--- src/rtl/alu_pkg.sv ---
// Shared ALU definitions: data/opcode widths, opcode constants, interface FSM encoding.
package alu_pkg;

  localparam int SIZEDATA = 8;
  localparam int SIZEOP   = 6;

  localparam logic [SIZEOP-1:0] OP_ADD = 6'h20;
  localparam logic [SIZEOP-1:0] OP_SUB = 6'h22;
  localparam logic [SIZEOP-1:0] OP_OR  = 6'h25;
  localparam logic [SIZEOP-1:0] OP_AND = 6'h24;
  localparam logic [SIZEOP-1:0] OP_NOR = 6'h27;
  localparam logic [SIZEOP-1:0] OP_XOR = 6'h26;
  localparam logic [SIZEOP-1:0] OP_SRL = 6'h02;
  localparam logic [SIZEOP-1:0] OP_SRA = 6'h03;

  typedef enum logic [2:0] {
    WAIT_A    = 3'd0,
    WAIT_B    = 3'd1,
    WAIT_OP   = 3'd2,
    COMPUTE   = 3'd3,
    SEND      = 3'd4,
    WAIT_ACK  = 3'd5,
    WAIT_DONE = 3'd6
  } state_t;

  function automatic logic is_valid_op(input logic [SIZEOP-1:0] op);
    case (op)
      OP_ADD, OP_SUB, OP_OR, OP_AND, OP_NOR, OP_XOR, OP_SRL, OP_SRA: is_valid_op = 1'b1;
      default: is_valid_op = 1'b0;
    endcase
  endfunction

endpackage

--- src/rtl/alu_interface_frame_timer.sv ---
// Inter-byte timeout counter: clears on CLEAR, counts while EN, flags when TIMEOUT cycles elapsed.
module frame_timer #(
  parameter int TIMEOUT = 100000
) (
  input  logic CLK,
  input  logic RESET,
  input  logic CLEAR,
  input  logic EN,
  output logic EXPIRED
);

  localparam int CW = $clog2(TIMEOUT + 1);
  localparam logic [CW-1:0] LAST = CW'(TIMEOUT - 1);

  logic [CW-1:0] count_q;
  logic [CW-1:0] count_d;

  // Saturates at LAST so EXPIRED stays asserted until the FSM reacts.
  always_comb begin
    count_d = count_q;
    if (CLEAR) begin
      count_d = '0;
    end else if (EN && (count_q != LAST)) begin
      count_d = count_q + 1'b1;
    end else begin
      count_d = count_q;
    end
  end

  always_ff @(posedge CLK) begin
    if (RESET) begin
      count_q <= '0;
    end else begin
      count_q <= count_d;
    end
  end

  assign EXPIRED = EN && (count_q == LAST);

endmodule

--- src/rtl/alu_interface.sv ---
// UART-to-ALU bridge: collects operand A, operand B and opcode bytes, then transmits the result byte.
module alu_interface #(
  parameter int SIZEDATA = alu_pkg::SIZEDATA,
  parameter int SIZEOP   = alu_pkg::SIZEOP,
  parameter int TIMEOUT  = 100000
) (
  input  logic                CLK,
  input  logic                RESET,
  input  logic [7:0]          RX_DATA,
  input  logic                RX_DONE,
  input  logic                TX_BUSY,
  input  logic [SIZEDATA-1:0] RESULT,
  output logic [SIZEDATA-1:0] DATOA,
  output logic [SIZEDATA-1:0] DATOB,
  output logic [SIZEOP-1:0]   OPCODE,
  output logic [7:0]          TX_DATA,
  output logic                TX_START,
  output logic                ERR
);

  import alu_pkg::*;

  state_t              state_q, state_d;
  logic [SIZEDATA-1:0] datoa_q, datoa_d;
  logic [SIZEDATA-1:0] datob_q, datob_d;
  logic [SIZEOP-1:0]   opcode_q, opcode_d;
  logic [7:0]          tx_data_q, tx_data_d;
  logic                tx_start_q, tx_start_d;
  logic                err_q, err_d;
  logic                rx_accept_s;
  logic                timer_clear_s;
  logic                timer_en_s;
  logic                timer_expired_s;

  assign timer_en_s    = (state_q == WAIT_B) || (state_q == WAIT_OP) || (state_q == WAIT_ACK);
  assign timer_clear_s = (state_d != state_q) || rx_accept_s;

  frame_timer #(.TIMEOUT(TIMEOUT)) u_frame_timer (
    .CLK     (CLK),
    .RESET   (RESET),
    .CLEAR   (timer_clear_s),
    .EN      (timer_en_s),
    .EXPIRED (timer_expired_s)
  );

  // Bytes arriving while a result is in flight are dropped with ERR but never stall the frame.
  always_comb begin
    state_d     = state_q;
    datoa_d     = datoa_q;
    datob_d     = datob_q;
    opcode_d    = opcode_q;
    tx_data_d   = tx_data_q;
    tx_start_d  = 1'b0;
    err_d       = 1'b0;
    rx_accept_s = 1'b0;
    case (state_q)
      WAIT_A: begin
        if (RX_DONE) begin
          datoa_d     = SIZEDATA'(RX_DATA);
          rx_accept_s = 1'b1;
          state_d     = WAIT_B;
        end else begin
          state_d = WAIT_A;
        end
      end
      WAIT_B: begin
        if (RX_DONE) begin
          datob_d     = SIZEDATA'(RX_DATA);
          rx_accept_s = 1'b1;
          state_d     = WAIT_OP;
        end else if (timer_expired_s) begin
          err_d   = 1'b1;
          state_d = WAIT_A;
        end else begin
          state_d = WAIT_B;
        end
      end
      WAIT_OP: begin
        if (RX_DONE) begin
          rx_accept_s = 1'b1;
          if (is_valid_op(RX_DATA[5:0])) begin
            opcode_d = SIZEOP'(RX_DATA[5:0]);
            state_d  = COMPUTE;
          end else begin
            err_d   = 1'b1;
            state_d = WAIT_A;
          end
        end else if (timer_expired_s) begin
          err_d   = 1'b1;
          state_d = WAIT_A;
        end else begin
          state_d = WAIT_OP;
        end
      end
      COMPUTE: begin
        err_d     = RX_DONE;
        tx_data_d = 8'(RESULT);
        state_d   = SEND;
      end
      SEND: begin
        err_d = RX_DONE;
        if (!TX_BUSY) begin
          tx_start_d = 1'b1;
          state_d    = WAIT_ACK;
        end else begin
          state_d = SEND;
        end
      end
      WAIT_ACK: begin
        err_d = RX_DONE;
        if (TX_BUSY) begin
          state_d = WAIT_DONE;
        end else if (timer_expired_s) begin
          err_d   = 1'b1;
          state_d = WAIT_A;
        end else begin
          state_d = WAIT_ACK;
        end
      end
      WAIT_DONE: begin
        err_d = RX_DONE;
        if (!TX_BUSY) begin
          state_d = WAIT_A;
        end else begin
          state_d = WAIT_DONE;
        end
      end
      default: begin
        state_d = WAIT_A;
      end
    endcase
  end

  always_ff @(posedge CLK) begin
    if (RESET) begin
      state_q    <= WAIT_A;
      datoa_q    <= '0;
      datob_q    <= '0;
      opcode_q   <= '0;
      tx_data_q  <= 8'h00;
      tx_start_q <= 1'b0;
      err_q      <= 1'b0;
    end else begin
      state_q    <= state_d;
      datoa_q    <= datoa_d;
      datob_q    <= datob_d;
      opcode_q   <= opcode_d;
      tx_data_q  <= tx_data_d;
      tx_start_q <= tx_start_d;
      err_q      <= err_d;
    end
  end

  assign DATOA    = datoa_q;
  assign DATOB    = datob_q;
  assign OPCODE   = opcode_q;
  assign TX_DATA  = tx_data_q;
  assign TX_START = tx_start_q;
  assign ERR      = err_q;

endmodule
--- config.mk ---
export PLATFORM = sky130hd
export DESIGN_NAME = alu_interface
export DESIGN_NICKNAME = d
export VERILOG_FILES = /design/src/rtl/alu_pkg.sv /design/src/rtl/alu_interface_frame_timer.sv /design/src/rtl/alu_interface.sv
export SDC_FILE = /design/constraint.sdc
export NUM_CORES = 1
export LEC_CHECK = 0
export ABC_AREA = 1
export CAP_MARGIN = 5
export CORE_ASPECT_RATIO = 0.5
export CORE_UTILIZATION = 35
export DETAILED_ROUTE_END_ITERATION = 8
export RECOVER_POWER = 50
export SETUP_SLACK_MARGIN = 0.4
export SKIP_CTS_REPAIR_TIMING = 1
export SLEW_MARGIN = 30
export SYNTH_ARGS = -nofsm -noshare
export SYNTH_HDL_FRONTEND = slang
export SYNTH_SLANG_ARGS = --single-unit
--- constraint.sdc ---
create_clock -name CLK -period 2.2 [get_ports CLK]
set_input_delay 0.44 -clock CLK [delete_from_list [all_inputs] [get_ports CLK]]
set_output_delay 0.44 -clock CLK [all_outputs]
set_load 0.1 [all_outputs]
==> impl_metrics.py <==
metrics = {
    "status": {
        "run_status": "finished clean",
    },
    "logic_synthesis": {
        "synthesis.nets": 356,
        "yosysWarnings": 0,
        "synth.ff_latch_count": 52,
        "synth_cells": 335,
        "syn-cell-area_sq_mm": 0.002469,
        "ys_types": 31,
        "synth.avg_cell_area_sq_um": 7.369,
        "synth-seq-area-share_pct": 42.17,
    },
    "timing": {
        "relSlewSlack_pct": 63.32,
        "tightest_slew_ns": 0.5461,
        "finalClockSkew_ns": 0.008960,
        "rsz0062_at_grt": "yes",
        "drv_slew": 0,
        "fin_setup_tns_ns": 0,
        "fin_crit_ns": 1.847,
        "final_hold_viol_count": 0,
        "fin_crit_sh_pct": 83.98,
        "max_freq_mhz": 541.3,
        "setup_violations": 0,
    },
    "finish": {
        "num_antenna_cells": 0,
        "finalNetCount": 422,
        "syn_to_final_growth_pct": 34.52,
        "final_common_cell": "nor2_1",
        "num-fill-cells": 649,
        "postLayoutCellArea_sq_mm": 0.003321,
        "final_cell_mix": "nor2_1 (74), inv_1 (45), dfxtp_1 (39)",
        "drive_gt1_share_pct": 27.68,
        "post-route-util_pct": 49.18,
    },
    "clocking": {
        "clk_latency_ns": 0.29,
        "htreeDepth": 2,
        "cts_sinks": 52,
        "cts_tree": "yes",
        "path_clk_slew_ns": 0.07,
        "clk_path_buf_depth": 2,
        "numCtsBuffers": 5,
        "cts-root-buf": "clkbuf_16",
    },
    "route": {
        "wl_mm": 5.839,
        "drtPass1Iterations": 6,
        "wl_met2_mm": 2.749,
        "antenna_left": 0,
        "wl_met1_mm": 2.773,
        "route.detailed.drc": 0,
        "first_iter_violations": 119,
        "wl_met3_microns": 244,
        "top_layer": "met4",
        "via_count": 2288,
        "wire_per_inst_microns": 11.84,
        "vias_per_cell": 4.641,
    },
    "global_routing": {
        "grt_max_degree": 30,
        "antenna_found_initial": 0,
        "grt_pass1_vias": 2087,
        "track_usage_pct": 16.40,
        "grt_pass1_wl_mm": 9.549,
        "grt_overflow": 0,
    },
    "power_and_ir_drop": {
        "p_leak_nw": 1.433,
        "power_density_mw_per_mm2": 693.8,
        "ir_drop_uv": 299.9,
        "power_mw": 2.304,
    },
    "die": {
        "core_area_sq_mm": 0.006753,
        "dieArea_sq_mm": 0.007413,
        "initial_core_util_pct": 36.56,
        "rows": 21,
        "fp.dieW_microns": 120.8,
        "die_h_microns": 61.39,
        "pin_count": 52,
    },
    "placed_design": {
        "io_buffers": 51,
        "dpl.hpwl_mm": 4.353,
        "placed_area_sq_mm": 0.003093,
        "gp_congestion": 0.8497,
    },
    "worst_setup_path": {
        "critical_path_required_ns": 2.38,
        "critPathMaxStageDelay_ns": 0.34,
        "path_class": "register to register",
        "crit_path_end_kind": "register",
        "cp_top_family": "simple AND/OR/NAND/NOR gates",
        "start_kind": "register",
        "cp_num_buf_inv": 2,
        "crit_chain": "inv_1 > nand3_1 > nand2_1 > nand4_4 > nand2_2 > nand2_2 > nand2_2 > nand2_2 > nand2_2 > nand2_2 > nand3_4 > buf_12 > nor2_4",
        "worstPathArrival_ns": 2.03,
        "crit_fanout": 8,
        "crit_top_cell": "nand2_2",
        "cpMaxStageDelayCell": "dfxtp_2",
    },
    "job": {
        "drv_cap": 0,
    },
    "worst_hold_path": {
        "hp-class": "register to register",
    },
}
-- Yosys cell counts, drive strengths merged --
cell     n  area share (%)
nor3     9             2.3
nor2    93              17
clkinv   1            0.15
a21oi   13             2.8
nand2   38             6.7
a21o     1            0.30
buf      2             1.0
nand3b   1            0.30
clkbuf   5            0.76
and3     1            0.25
ha       1            0.51
o21ai   35             7.1
o21a     1            0.30
inv     47             7.1
nor4     1            0.25
xor2    11             3.9
nand4    5             1.5
nand3   14             4.0
dfxtp   52              42
a31oi    2            0.51
xnor2    2            0.71
-- worst min-delay path: cells and delay by family (launching register included) --
kind	cells	cell delay, ns
DFF	1	0.32
and+or+nand+nor	2	0.09
-- cells by family after synthesis --
group,count (synthesis),synth area share (%)
compound gates,52,11.00
buf+inv,55,9.072
fa+ha+maj,1,0.5068
flops,52,42.17
simple gates,162,32.64
xor+xnor,13,4.612
-- cell type report --
class | instances | area (sq um) | area share [%]
multi-input cells | 228 | 1303 | 39.22
flip-flops and latches | 52 | 1062 | 31.99
repair buffers | 66 | 520.5 | 15.67
inverters | 48 | 182.7 | 5.501
clock buffers | 5 | 125.1 | 3.768
well taps | 92 | 115.1 | 3.466
clock inverters | 2 | 12.51 | 0.3768
-- report_power, final --
part	internal [mW]	switching (mW)
Clock	0.413	0.338
Combinational	0.141	0.410
Sequential	0.978	0.0227
Total	1.53	0.771
-- worst paths after layout --
check,from,to,slack [ns],depth (start not counted)
max,state_q[2]$_SDFF_PP0_,u_frame_timer.count_q[14]$_SDFFE_PP0P_,0.35,13
min,OPCODE[4]$_SDFFE_PP0P_,OPCODE[4]$_SDFFE_PP0P_,0.45,2
max reg2reg,state_q[2]$_SDFF_PP0_,u_frame_timer.count_q[14]$_SDFFE_PP0P_,0.35,13
min reg2reg,OPCODE[4]$_SDFFE_PP0P_,OPCODE[4]$_SDFFE_PP0P_,0.45,2
-- per-stage QoR --
| step | hold slack (ns) | std cells | setup slack, ns |
|---|---|---|---|
| after CTS | 0.4525 | 491 | 0.2264 |
| after detailed placement | 0.4409 | 484 | 0.05029 |
| final | 0.4501 | 493 | 0.3525 |
| after global routing | 0.4735 | 493 | 0.1882 |
| after floorplan | 0.5091 | 335 | 0.4640 |
| after global placement | 0.4265 | 484 | 0.09397 |
-- state kept, by name (all words and copies together), names as in the netlist --
| name | count |
|---|---|
| DATOA | 8 |
| DATOB | 8 |
| state_q | 3 |
| OPCODE | 6 |
| ERR | 1 |
| TX_DATA | 8 |
| u_frame_timer.count_q | 17 |
| TX_START | 1 |
-- routing by layer --
metal | vias up | global-route usage [%]
met4 | 0 | 5.644
met3 | 7 | 3.981
met2 | 41 | 27.42
met1 | 1059 | 21.26
li1 | 1181 | -
met5 | - | 0
No activity file was read; power rests on OpenSTA's default activity.
